==> src/rtl/aes_stream_feeder.sv <==
// aes_stream_feeder: packs four 32-bit words into an AES block, drives aes_cipher_top,
// and serialises the ciphertext back out as four 32-bit words.
module aes_stream_feeder #(
   parameter int TIMEOUT_CYC = 31
) (
   input  logic         clk,
   input  logic         rst,
   input  logic [127:0] cfg_key,
   input  logic         cfg_key_we,
   input  logic         s_valid,
   output logic         s_ready,
   input  logic [31:0]  s_data,
   output logic         m_valid,
   input  logic         m_ready,
   output logic [31:0]  m_data,
   output logic         m_last,
   output logic         aes_ld,
   output logic [127:0] aes_key,
   output logic [127:0] aes_text_in,
   input  logic         aes_done,
   input  logic [127:0] aes_text_out,
   output logic         busy,
   output logic [1:0]   err,
   input  logic         err_clr
);
   typedef enum logic [1:0] {COLLECT, LOAD, WAIT, DRAIN} state_t;
   state_t state, state_nxt;
   logic [1:0]   cnt;
   logic [7:0]   timer;
   logic [127:0] key_q, text_q, out_q;
   logic         s_hs, m_hs, tmo, key_drop;
   assign s_hs     = s_valid & s_ready;
   assign m_hs     = m_valid & m_ready;
   // done takes priority over the timeout in the same cycle
   assign tmo      = (state == WAIT) && !aes_done && (timer + 8'd1 == 8'(TIMEOUT_CYC));
   assign key_drop = cfg_key_we && (state == LOAD || state == WAIT);
   // ready is masked while reset is asserted so nothing is offered during reset
   assign s_ready     = rst && (state == COLLECT);
   assign m_valid     = (state == DRAIN);
   assign m_data      = out_q[127:96];
   assign m_last      = (state == DRAIN) && (cnt == 2'd3);
   assign aes_ld      = (state == LOAD);
   assign aes_key     = key_q;
   assign aes_text_in = text_q;
   assign busy        = (state != COLLECT);
   always_comb begin
      state_nxt = state;
      case (state)
         COLLECT: state_nxt = (s_hs && cnt == 2'd3) ? LOAD : COLLECT;
         LOAD:    state_nxt = WAIT;
         WAIT:    state_nxt = aes_done ? DRAIN : (tmo ? COLLECT : WAIT);
         DRAIN:   state_nxt = (m_hs && cnt == 2'd3) ? COLLECT : DRAIN;
         default: state_nxt = COLLECT;
      endcase
   end
   always_ff @(posedge clk or negedge rst) begin
      if (!rst) begin
         state  <= COLLECT;
         cnt    <= '0;
         timer  <= '0;
         key_q  <= '0;
         text_q <= '0;
         out_q  <= '0;
         err    <= '0;
      end else begin
         state <= state_nxt;
         if ((s_hs && state == COLLECT) || (m_hs && state == DRAIN))
            cnt <= cnt + 2'd1;
         timer <= (state == WAIT) ? timer + 8'd1 : '0;
         if (cfg_key_we && (state == COLLECT || state == DRAIN))
            key_q <= cfg_key;
         if (s_hs)
            text_q <= {text_q[95:0], s_data};
         if (state == WAIT && aes_done)
            out_q <= aes_text_out;
         else if (m_hs)
            out_q <= {out_q[95:0], 32'd0};
         err <= (err_clr ? 2'b00 : err) | {key_drop, tmo};
      end
   end
endmodule

==> config.mk <==
export PLATFORM = sky130hd
export DESIGN_NAME = aes_stream_feeder
export DESIGN_NICKNAME = d
export VERILOG_FILES = /design/src/rtl/aes_stream_feeder.sv
export SDC_FILE = /design/constraint.sdc
export NUM_CORES = 1
export LEC_CHECK = 0
export BUFFER_PORTS_ARGS = -buffer_cell sky130_fd_sc_hd__buf_2
export CAP_MARGIN = 20
export CORE_AREA = 2 2 231 233
export CTS_CLUSTER_DIAMETER = 80
export DETAILED_ROUTE_END_ITERATION = 7
export DIE_AREA = 0 0 233 235
export MAX_ROUTING_LAYER = met4
export PLACE_DENSITY_LB_ADDON = 0.15
export SLEW_MARGIN = 20
export SYNTH_ARGS = -nofsm -noshare
export SYNTH_HDL_FRONTEND = slang
export SYNTH_SLANG_ARGS = --single-unit
==> constraint.sdc <==
create_clock -name clk -period 1.95 [get_ports clk]
set_clock_uncertainty 0.05 [all_clocks]
set_input_delay 0.2925 -clock clk [delete_from_list [all_inputs] [get_ports clk]]
set_output_delay 0.2925 -clock clk [all_outputs]
set_load 0.02 [all_outputs]
==> run metrics <==
status finished, final reports clean; gr ovfl total 0; site row count 84; top post-synthesis cells by area dfrtp_1 62%, mux2_2 18%, mux2i_1 6.0%; CTS Buf Count 46; worst slew pin tran 0.7663 ns; number of synthesized flops with an enable pin 0; Hold Path Origin s_valid; critical path class register to register; fmax 0.5299 GHz; fillers 4815; worst-path maximum fanout 29; Yosys warnings 0; Hold Crit Endpoint state[0]$_DFF_PN0_; worst-path cell chain inv_2 -> ha_1 -> nor2b_4 -> buf_12 -> buf_12 -> mux2_2; worst endpoint required time 2.33 ns; DR vias 12030; Peak VDD IR 1.109 mV; fin nets 2305; Initial Utilization 30.82%; max-slew violations 0; unrepaired setup endpoints after global routing yes; Final Cycle Share 96.78%; Final Hold Viols 0; Skew-Pair Late Insertion Delay 0.56 ns; worst path arrival time 2.27 ns; capture point of the worst reg-to-reg path aes_key[7]$_DFFE_PN0P_; 1st-pass router iterations 5; cell taking the most area after synthesis dfrtp_1; Seq/Total Area, Yosys 61.87%; reg-to-reg startpoint state[0]$_DFF_PN0_; H-tree depth 2; crit path capture type register; leakage 0.01195 uW; pwr/cell area 1558 mW/mm^2; first-pass GRT wire length 74600 um; CORE AREA 0.05224 mm^2; Syn Area/Cell 14.20 um^2; most common cell in the synthesized netlist dfrtp_1; MaxCap Viol Count 0; Largest delay share family, worst path buffers and inverters; CP most frequent cell buf_12; worst reg-to-reg path cell count 6; HPWL after DPL 33870 um; port bufs 589; setup tns final 0 ns; syn nets 1437; final WL 48090 um; Synth async-reset ratio 100.0%; Area Overhead vs Synth 50.16%; synthesized cell area 0.01610 mm^2; Hold Path Depth 3; FF+latch count, synth 398; post-synth top area share 61.87%; total power 37650 uW; antenna violations before repair 2; Post-synth top cells 398 x dfrtp_1, 257 x mux2_2, 97 x nand2_1, 96 x mux2i_1, 91 x o21ai_0; crit path max-delay cell type dfrtp_1; setup slack, reg-to-reg 0.06 ns; routed len/inst 17.65 um; CP bufs+invs 3; final setup fails 0; worst stage delay on the critical path 0.38 ns; Global Route Usage Sum 17.84%; crit path time final 1.887 ns; number of global-route vias before repair 13000; Synth Instances 1134; I/O pin count 590; Worst slew margin 48.91%; Die Width 233 um; Min-Delay Path Class input port to register; CTS Buffer Depth 3; Startpoint Class register; share of layout cells above drive strength 1 47.32%; worst hold slack 0.1082 ns; post-DR vias/cell 4.416; GPL Wtd Cong 0.8090; Top FF cell, synth dfrtp_1; clk sinks 398; post-synth cell types 33; Worst-path clk slew 0.06 ns; DRT antenna net count 0; largest net degree at the start of global routing 138; Die H 235 um; TritonCTS clock tree yes; Remaining DRCs 0; total die area 0.05476 mm^2; initial DRC count 565; root buffer cell clkbuf_16
-- per-stage QoR --
step                      util, %  setup WS, ns  instances  cell area, um^2
after floorplan                 -        0.1500       1134            16100
after global placement      37.75        0.1138       2348            19720
after detailed placement    37.75       0.07672       2348            19720
after CTS                   46.20       0.02509       2721            24130
after global routing        46.28      -0.01276       2725            24170
final                       46.28       0.06279       2725            24170
-- power breakdown --
part	total [uW]	switching [uW]	internal [uW]
clock	8320	3370	4950
sequential	14500	2300	12200
combinational	14800	8440	6380
-- routing by layer --
metal / track usage, % / up-vias / share of wire, %
met3: 5.437 / 72 / 7.6
met4: 4.903 / 0 / 2.0
met1: 21.46 / 5920 / 42
met2: 28.93 / 340 / 48
met5: - / - / 0
li1: - / 5702 / -
-- cell usage in the layout, fill, tap and decap left out, drive strengths merged, types with 5 or more instances in the layout --
cell type	count
ha	8
clkinv	5
nand2	100
inv	6
o21ai	97
buf	627
dlygate4sd3	292
a22o	34
clkbuf	74
mux2i	96
mux2	257
and2	9
dfrtp	398
-- what timing repair did --
action	CTS	global route
pin swaps	1	0
hold buffers	292	0
resized for setup	8	5
endpoints found under the setup margin	3	15
hold endpoints to repair	474	0
buffers inserted	1	2
cloned	0	0
-- registers in the layout (all words and copies together), names as in the netlist --
signal and cells:
out_q 128, err 2, cnt 2, state 2, aes_text_in 128, timer 8, aes_key 128
-- kinds of logic (layout without fill, tap and decap cells) --
group | after synthesis | after routing | synth area share [%]
muxes | 353 | 353 | 23.95
and+or+nand+nor | 125 | 125 | 3.373
other | 0 | 2 | 0
buffers and inverters | 104 | 1005 | 4.531
DFF | 398 | 398 | 61.87
AOI/OAI and AO/OA | 139 | 139 | 5.278
xor gates and xnor gates | 7 | 7 | 0.3809
adders and majority gates | 8 | 8 | 0.6218
-- final cells by class --
cell class / instances / area, um^2 / area share (%)
clock buffers: 74 / 1418 / 5.865
diodes: 2 / 5.005 / 0.02071
multi-input cells: 632 / 5451 / 22.55
clock inverters: 7 / 45.04 / 0.1863
repair buffers: 919 / 6414 / 26.53
well taps: 688 / 860.8 / 3.561
flip-flops and latches: 398 / 9960 / 41.20
inverters: 5 / 18.77 / 0.07764
-- worst min-delay path, cell delays in order --
cell and delay, ns:
buf_2 0.11, nand2_4 0.16, o22ai_1 0.11
-- worst max path at each step --
stage / cells past startpoint / to / slack (ns) / from
floorplan: 7 / aes_text_in[118]$_DFFE_PN0P_ / 0.15 / state[1]$_DFF_PN0_
global placement: 6 / aes_key[103]$_DFFE_PN0P_ / 0.11 / state[0]$_DFF_PN0_
detailed placement: 5 / aes_key[125]$_DFFE_PN0P_ / 0.08 / state[0]$_DFF_PN0_
CTS: 4 / m_last / 0.03 / state[0]$_DFF_PN0_
global route: 4 / s_ready / -0.01 / state[1]$_DFF_PN0_
finish: 6 / aes_key[7]$_DFFE_PN0P_ / 0.06 / state[0]$_DFF_PN0_
Power figures use the tool's default switching activity.
